$ cat config.mk
export PLATFORM = sky130hd
export DESIGN_NAME = arm7_fetch_unit
export DESIGN_NICKNAME = d
export VERILOG_FILES = /design/src/rtl/arm7_pkg.sv /design/src/rtl/arm7_fetch_fifo.sv /design/src/rtl/arm7_fetch_unit.sv
export SDC_FILE = /design/constraint.sdc
export NUM_CORES = 1
export LEC_CHECK = 0
export BUFFER_PORTS_ARGS = -buffer_cell sky130_fd_sc_hd__buf_2
export CORE_AREA = 2 2 182 184
export CTS_BUF_LIST = sky130_fd_sc_hd__clkbuf_16
export DETAILED_ROUTE_END_ITERATION = 16
export DIE_AREA = 0 0 184 186
export GPL_TIMING_DRIVEN = 0
export PLACE_DENSITY_LB_ADDON = 0.05
export SLEW_MARGIN = 20
export SYNTH_ARGS = -nofsm -noshare
export SYNTH_HDL_FRONTEND = slang
export SYNTH_SLANG_ARGS = --single-unit
$ cat constraint.sdc
create_clock -name clk -period 8 [get_ports clk]
set_input_delay 1.2 -clock clk [delete_from_list [all_inputs] [get_ports clk]]
set_output_delay 1.2 -clock clk [all_outputs]
set_load 0.01 [all_outputs]
$ cat src/rtl/arm7_pkg.sv
// Shared constants and helpers for the ARM7 front end.
package arm7_pkg;
  localparam int WORD_W = 32;
  localparam int INSTR_BYTES = 4;
  localparam logic [WORD_W-1:0] DEFAULT_RESET_PC = 32'h0000_0000;
  localparam logic [1:0] WORD_ALIGN_MASK = 2'b00;

  function automatic logic [WORD_W-1:0] word_align(input logic [WORD_W-1:0] addr);
    return {addr[WORD_W-1:2], WORD_ALIGN_MASK};
  endfunction
endpackage

$ cat src/rtl/arm7_fetch_fifo.sv
// Prefetch FIFO: wrapping pointers, flush, head is zero while empty.
module arm7_fetch_fifo #(
  parameter int WIDTH = 32,
  parameter int DEPTH = 4,
  localparam int AW = $clog2(DEPTH),
  localparam int CW = $clog2(DEPTH + 1)
) (
  input  logic             clk,
  input  logic             reset,
  input  logic             flush,
  input  logic             push,
  input  logic [WIDTH-1:0] push_data,
  input  logic             pop,
  output logic [WIDTH-1:0] head,
  output logic             valid,
  output logic [CW-1:0]    count
);
  logic [WIDTH-1:0] mem [DEPTH];
  logic [AW-1:0] rd_ptr;
  logic [AW-1:0] wr_ptr;

  always_ff @(posedge clk or posedge reset) begin
    if (reset) begin
      rd_ptr <= '0;
      wr_ptr <= '0;
      count  <= '0;
    end else if (flush) begin
      rd_ptr <= '0;
      wr_ptr <= '0;
      count  <= '0;
    end else begin
      if (push) wr_ptr <= wr_ptr + AW'(1);
      if (pop) rd_ptr <= rd_ptr + AW'(1);
      count <= count + CW'(push) - CW'(pop);
    end
  end

  always_ff @(posedge clk) begin
    if (push && !flush) mem[wr_ptr] <= push_data;
  end

  assign valid = (count != '0);
  assign head  = valid ? mem[rd_ptr] : '0;

  // The issue throttle upstream must make this unreachable.
  assert property (@(posedge clk) disable iff (reset) !(push && !flush && count == CW'(DEPTH)));
endmodule

$ cat src/rtl/arm7_fetch_unit.sv
// ARM7 instruction fetch: PC, SRAM read issue and prefetch buffer.
// Optional FETCH_PC_TAG_EN adds instr_pc (fetch address of the head word).
module arm7_fetch_unit
  import arm7_pkg::*;
#(
  parameter int DEPTH = 4,
  parameter logic [WORD_W-1:0] RESET_PC = DEFAULT_RESET_PC
) (
  input  logic              clk,
  input  logic              reset,
  output logic [WORD_W-1:0] sram_addr,
  output logic              sram_re,
  input  logic [WORD_W-1:0] sram_data_in,
  output logic              instr_valid,
  input  logic              instr_ready,
  output logic [WORD_W-1:0] instr,
`ifdef FETCH_PC_TAG_EN
  output logic [WORD_W-1:0] instr_pc,
`endif
  input  logic              redirect_valid,
  input  logic [WORD_W-1:0] redirect_pc
);
  localparam int CW = $clog2(DEPTH + 1);
  localparam int OW = CW + 1;
`ifdef FETCH_PC_TAG_EN
  localparam int FW = 2 * WORD_W;
`else
  localparam int FW = WORD_W;
`endif

  logic [WORD_W-1:0] pc;
  logic              rsp_pending;
  logic [CW-1:0]     count;
  logic [OW-1:0]     occupancy;
  logic              pop;
  logic              push;
  logic              issue;
  logic [FW-1:0]     push_word;
  logic [FW-1:0]     head;

  assign pop  = instr_valid & instr_ready & ~redirect_valid;
  assign push = rsp_pending & ~redirect_valid;

  // Buffered words plus the one in flight, net of this cycle's pop, must leave room.
  assign occupancy = {1'b0, count} + OW'(rsp_pending) - OW'(pop);
  assign issue     = ~reset & ~redirect_valid & (occupancy < OW'(DEPTH));

  assign sram_re   = issue;
  assign sram_addr = pc;

  always_ff @(posedge clk or posedge reset) begin
    if (reset) begin
      pc          <= RESET_PC;
      rsp_pending <= 1'b0;
    end else if (redirect_valid) begin
      pc          <= word_align(redirect_pc);
      rsp_pending <= 1'b0;
    end else begin
      rsp_pending <= issue;
      if (issue) pc <= pc + WORD_W'(INSTR_BYTES);
    end
  end

`ifdef FETCH_PC_TAG_EN
  logic [WORD_W-1:0] pending_pc;

  always_ff @(posedge clk or posedge reset) begin
    if (reset) pending_pc <= '0;
    else if (issue) pending_pc <= pc;
  end

  assign push_word = {pending_pc, sram_data_in};
  assign instr_pc  = head[FW-1:WORD_W];
`else
  assign push_word = sram_data_in;
`endif

  arm7_fetch_fifo #(
    .WIDTH(FW),
    .DEPTH(DEPTH)
  ) u_fifo (
    .clk      (clk),
    .reset    (reset),
    .flush    (redirect_valid),
    .push     (push),
    .push_data(push_word),
    .pop      (pop),
    .head     (head),
    .valid    (instr_valid),
    .count    (count)
  );

  assign instr = head[WORD_W-1:0];
endmodule

==> flow_metrics.env, run 1 <==
export IMPL_startpoint="redirect_valid"
export IMPL_postCtsSetupRepairBufs=0
export IMPL_switching_share_pct=30.4
export IMPL_cpPeakStageDelay_ns=0.52
export IMPL_switchingPower_mw=0.765
export IMPL_cts_tree="yes"
export IMPL_routabilityCongestion=0.788
export IMPL_num_nets_final=722
export IMPL_finalHoldViolations=0
export IMPL_dr_pass1_iters=5
export IMPL_syn_area_mm2=0.00736
export IMPL_synthArstFlopShare_pct=22.9
export IMPL_ios=134
export IMPL_wire_per_inst_um=18.6
export IMPL_vias=4639
export IMPL_yosysWarnings=0
export IMPL_power_leakage_nw=3.31
export IMPL_synth_top_area_share_pct=52.2
export IMPL_crit_chain="buf_2 > clkbuf_1 > buf_1 > buf_1 > nor2_1 > ha_1 > inv_1 > ha_1 > and3b_1 > buf_6 > nor4_2 > nor2_1 > inv_2 > buf_2"
export IMPL_use_met3_pct=3.01
export IMPL_place_area_mm2=0.00862
export IMPL_mostFrequentLayoutCells="buf_2, edfxtp_1, nand2_1, dfrtp_1, and2_1"
export IMPL_worstSetupPathType="input port to output pin"
export IMPL_path_max_fanout=10
export IMPL_drv_slew=0
export IMPL_slew_limit_headroom_pct=28.5
export IMPL_avgViaCountPerCell=4.36
export IMPL_antenna_found_initial=1
export IMPL_r2r_start="u_fifo.count[2]"
export IMPL_die_w_um=184
export IMPL_synth_seq_cells=166
export IMPL_power_density_mw_per_mm2=274
export IMPL_drtIter0Drc=252
export IMPL_rsz0062_at_grt="no"
export IMPL_end_kind="output pin"
export IMPL_worst_path_buf_inv=8
export IMPL_hold_start="sram_addr[12]"
export IMPL_cts_resized=0
export IMPL_die_h_um=186
export IMPL_die_area_mm2=0.0342
export IMPL_tightest_slew_ns=1.07
export IMPL_cp_arrival_ns=4.84
export IMPL_clk_path_buf_depth=2
export IMPL_ant_nets=0
export IMPL_grt_usage_pct=12.1
export IMPL_hpwl_mm=13.7
export IMPL_clock_skew_ns=0.0147
export IMPL_synthDistinctLibCells=57
export IMPL_n_antenna_cell=0
export IMPL_rows=66
export IMPL_final_cell_area_mm2=0.00919
export IMPL_seq_area_frac_synth_pct=65.2
export IMPL_drive_gt1_share_pct=34.2
export IMPL_cp_top_family="buffers and inverters"
export IMPL_use_met2_pct=21.4
export IMPL_syn2layout_area_growth_pct=24.9
export IMPL_groute_layer_met1_usage_pct=14.4
export IMPL_cts_sinks=166
export IMPL_pwr_share_comb_pct=27.1
export IMPL_final_cell_count_no_fill=1065
export IMPL_synthTopCellsByArea="edfxtp_1, dfrtp_1, mux4_2"
export IMPL_pwr_share_clk_pct=31.7
export IMPL_core_area_mm2=0.0322
export IMPL_setup_viol=0
export IMPL_cts_clk_slew_worst_paths_ns=0.07
export IMPL_period_needed_ns=6.04
export IMPL_busiest_layer="met2"
export IMPL_max_cap_violations=0
export IMPL_cts_root_buffer="clkbuf_16"
export IMPL_clock_latency_ns=0.43
export IMPL_yosys_area_top_type="edfxtp_1"
export IMPL_drc=0
export IMPL_critPathLaunchType="input port"
export IMPL_pwr_share_seq_pct=41.2
export IMPL_crit_slowest_cell="buf_1"
export IMPL_fillers=3322
export IMPL_grt_pass1_vias=5029
export IMPL_synthFlopType="edfxtp_1"
export IMPL_cts_made_buffers=17
export IMPL_finalSetupTns_ns=0
export IMPL_power_mw=2.52
export IMPL_outcome="completed"
export IMPL_final_common_cell="buf_2"
export IMPL_synth_enable_flop_cells=128
export IMPL_syn_inst=490
export IMPL_wl_mm=19.8
export IMPL_p_int_mw=1.75
export IMPL_dp_cells=1033
export IMPL_worstPathRequired_ns=6.80
export IMPL_holdCritPathClass="register to register"
export IMPL_peakVddDrop_uv=134
export IMPL_cts_hold_repair_buffers=0
export IMPL_initial_core_util_pct=22.8
export IMPL_synth_area_per_cell_um2=15.0
export IMPL_htree_levels=4
export IMPL_grt_pass1_wl_mm=30.0
export IMPL_period_share_pct=75.5
export IMPL_grt_max_degree=27
export IMPL_io_buffers=129
export IMPL_fmax_mhz=166
export IMPL_grt_overflow=0
-- state kept, by name (all words and copies together) (netlist names) --
| signal | flops |
|---|---|
| rsp_pending | 1 |
| u_fifo.mem | 128 |
| u_fifo.rd_ptr | 2 |
| u_fifo.wr_ptr | 2 |
| sram_addr | 30 |
| u_fifo.count | 3 |
-- through the flow --
| step | setup slack, ns | hold WS (ns) | utilization [%] |
|---|---|---|---|
| floorplan | 3.27 | 0.538 | - |
| detailed placement | 1.85 | 0.574 | 26.8 |
| finish | 1.96 | 0.594 | 28.5 |
| CTS | 1.84 | 0.586 | 28.5 |
| global placement | 1.87 | 0.563 | 26.4 |
| global route | 1.53 | 0.625 | 28.5 |
-- power groups by stage --
stage / sequential [mW] / combinational, mW / clock (mW)
global route: 1.05 / 0.767 / 0.859
global placement: 1.06 / 0.699 / 0
CTS: 1.04 / 0.714 / 0.826
detailed placement: 1.06 / 0.711 / 0
floorplan: 1.05 / 0.426 / 0
finish: 1.04 / 0.681 / 0.798
-- cell usage after synthesis, drive strengths merged, types with 2 or more instances --
cell     instances
a21oi            6
and3             2
mux4            32
nand2           41
nor2            13
o211ai           3
or4              4
buf             14
nand3           19
edfxtp         128
or2              3
and4             2
ha               9
nor2b            2
o2111ai          2
a211oi           9
mux2i            2
inv             18
xnor2           18
a2111oi          5
nor4             2
clkbuf          15
dfrtp           38
o21ai           25
nor3             5
xor2             6
nand4            8
o21a             2
o311ai           2
and2            38
-- per-layer routing --
| layer | vias to the layer above | wire length [um] |
|---|---|---|
| met1 | 2354 | 8710 |
| met2 | 110 | 10100 |
| met4 | 2 | 174 |
| met3 | 13 | 868 |
| met5 | - | 13 |
| li1 | 2160 | - |
-- final timing paths --
check                           cells past startpoint  slack (ns)       endpoint
max in group asynchronous                           3        6.72  sram_addr[28]
worst max-delay path                               14        1.96        sram_re
worst min register to register                      1        0.59  sram_addr[12]
worst min-delay path                                1        0.59  sram_addr[12]
worst max register to register                     14        4.23  sram_addr[15]
min in group asynchronous                           2        0.79  sram_addr[25]
-- worst reg2reg max path, delay by kind of cell (launching register included) --
family	cells	cell delay, ns
compound gates	3	1.03
buf+inv	4	0.75
simple gates	4	0.81
fa+ha+maj	2	0.45
xor+xnor	1	0.17
flops	1	0.43
-- cells by family after synthesis --
group	synth area share [%]
mux	10.1
other cells	0.0510
buf+inv	2.84
compound gates	6.72
flops	65.2
simple gates	10.5
fa+ha+maj	1.80
xor+xnor	2.86
-- area by class of cell --
cell class | instances | area, um^2 | area share, %
tap | 408 | 510 | 5.55
clock inverter | 13 | 91.3 | 0.994
buffer | 29 | 144 | 1.57
timing repair buffer | 134 | 746 | 8.11
sequential | 166 | 4790 | 52.2
inverter | 18 | 67.6 | 0.735
multi-input combinational | 278 | 2360 | 25.7
clock buffer | 19 | 475 | 5.17
(Power assumes the default switching activity.)
==> run 2: changes to the inputs <==
==> constraint.sdc (replaced) <==
create_clock -name clk -period 5.7 [get_ports clk]
set_input_delay 0.855 -clock clk [delete_from_list [all_inputs] [get_ports clk]]
set_output_delay 0.855 -clock clk [all_outputs]
set_load 0.01 [all_outputs]
==> flow_metrics.env, run 2 (same netlist as run 1, synthesis figures left out) <==
export IMPL_outcome="completed"
export IMPL_cp_arrival_ns=4.31
export IMPL_n_antenna_cell=0
export IMPL_period_share_pct=90.7
export IMPL_finalHoldViolations=0
export IMPL_whs_ns=0.450
export IMPL_place_area_mm2=0.00862
export IMPL_holdCritPathClass="input port to async pin"
export IMPL_postCtsSetupRepairBufs=0
export IMPL_fmax_mhz=193
export IMPL_drtIter0Drc=252
export IMPL_top_register="u_fifo.mem"
export IMPL_tightest_slew_ns=1.06
export IMPL_period_needed_ns=5.17
export IMPL_mostFrequentLayoutCells="buf_2, edfxtp_1, nand2_1, dfrtp_1, and2_1"
export IMPL_worstPathRequired_ns=4.85
export IMPL_slew_limit_headroom_pct=28.7
export IMPL_peakVddDrop_uv=188
export IMPL_cts_made_buffers=17
export IMPL_grt_usage_pct=12.1
export IMPL_clk_path_buf_depth=2
export IMPL_io_buffers=129
export IMPL_power_leakage_nw=3.31
export IMPL_setup_viol=0
export IMPL_power_mw=3.53
export IMPL_postLayoutSetupSlackWorst_ns=0.531
export IMPL_end_kind="output pin"
export IMPL_wl_mm=19.8
export IMPL_htree_levels=4
export IMPL_cp_top_family="buffers and inverters"
export IMPL_cpPeakStageDelay_ns=0.50
export IMPL_rsz0062_at_grt="no"
export IMPL_finalSetupTns_ns=0
export IMPL_cts_clk_slew_worst_paths_ns=0.07
export IMPL_cts_root_buffer="clkbuf_16"
export IMPL_final_cell_area_mm2=0.00919
export IMPL_die_area_mm2=0.0342
export IMPL_ant_nets=0
export IMPL_final_common_cell="buf_2"
export IMPL_rows=66
export IMPL_dr_pass1_iters=5
export IMPL_dp_slack_ns=0.245
export IMPL_grt_max_degree=27
export IMPL_avgViaCountPerCell=4.36
export IMPL_ios=134
export IMPL_drive_gt1_share_pct=34.4
export IMPL_grt_pass1_wl_mm=30.0
export IMPL_largest_register_ffs=128
export IMPL_drc=0
export IMPL_routabilityCongestion=0.788
export IMPL_grt_pass1_vias=5029
export IMPL_dp_cells=1033
export IMPL_worst_path_buf_inv=8
export IMPL_syn2layout_area_growth_pct=24.9
export IMPL_final_cell_count_no_fill=1065
export IMPL_antenna_found_initial=1
export IMPL_clock_latency_ns=0.43
export IMPL_grt_overflow=0
export IMPL_hpwl_mm=13.7
export IMPL_die_w_um=184
export IMPL_wire_per_inst_um=18.6
export IMPL_power_density_mw_per_mm2=384
export IMPL_drv_slew=0
export IMPL_core_area_mm2=0.0322
export IMPL_cts_sinks=166
export IMPL_die_h_um=186
export IMPL_vias=4639
export IMPL_crit_slowest_cell="buf_1"
export IMPL_num_nets_final=722
export IMPL_clock_skew_ns=0.0147
export IMPL_worstSetupPathType="input port to output pin"
export IMPL_cts_tree="yes"
export IMPL_initial_core_util_pct=22.8
export IMPL_postLayoutCoreUtil_pct=28.5
export IMPL_crit_chain="buf_2 > clkbuf_1 > clkbuf_2 > buf_1 > nor2_1 > ha_1 > inv_1 > ha_1 > and3b_1 > buf_6 > nor4_2 > nor2_1 > inv_2 > buf_2"
export IMPL_path_max_fanout=10
export IMPL_max_cap_violations=0
export IMPL_critPathLaunchType="input port"
run 2: changes by cell type in the layout (fill, tap and decap cells not counted):
cell	before	now
clkbuf_2	2	3
buf_1	5	4
run 2: metal layers:
| layer | up-vias | GRT usage [%] | wire length (um) |
|---|---|---|---|
| met3 | 13 | 3.01 | 868 |
| met1 | 2354 | 14.4 | 8710 |
| met2 | 110 | 21.4 | 10100 |
| li1 | 2160 | - | - |
| met5 | - | 0 | 13 |
| met4 | 2 | 3.90 | 174 |
run 2: layout make-up:
type,instances,area (um^2)
buffer,29,145
clock buffer,19,475
fill,3322,23000
timing repair buffer,134,746
sequential,166,4790
inverter,18,67.6
tap,408,510
multi-input combinational,278,2360
clock inverter,13,91.3
run 2: path summary, 6_finish.rpt:
kind / startpoint / endpoint / slack (ns) / cells past startpoint
max: redirect_valid / sram_re / 0.53 / 14
min: reset / sram_addr[25] / 0.45 / 2
max in group asynchronous: reset / sram_addr[28] / 4.77 / 3
min in group clk: sram_addr[12] / sram_addr[12] / 0.59 / 1
min reg2reg: sram_addr[12] / sram_addr[12] / 0.59 / 1
max reg2reg: u_fifo.count[2] / sram_addr[8] / 1.93 / 14
run 2: where the power goes:
part	internal (mW)	switching (mW)	total [mW]
logic	0.425	0.531	0.956
registers	1.39	0.0656	1.46
clock network	0.644	0.477	1.12
run 2: repair_timing:
action	CTS	global route
hold buffers	0	0
resized for setup	0	1
setup endpoints to repair	0	1
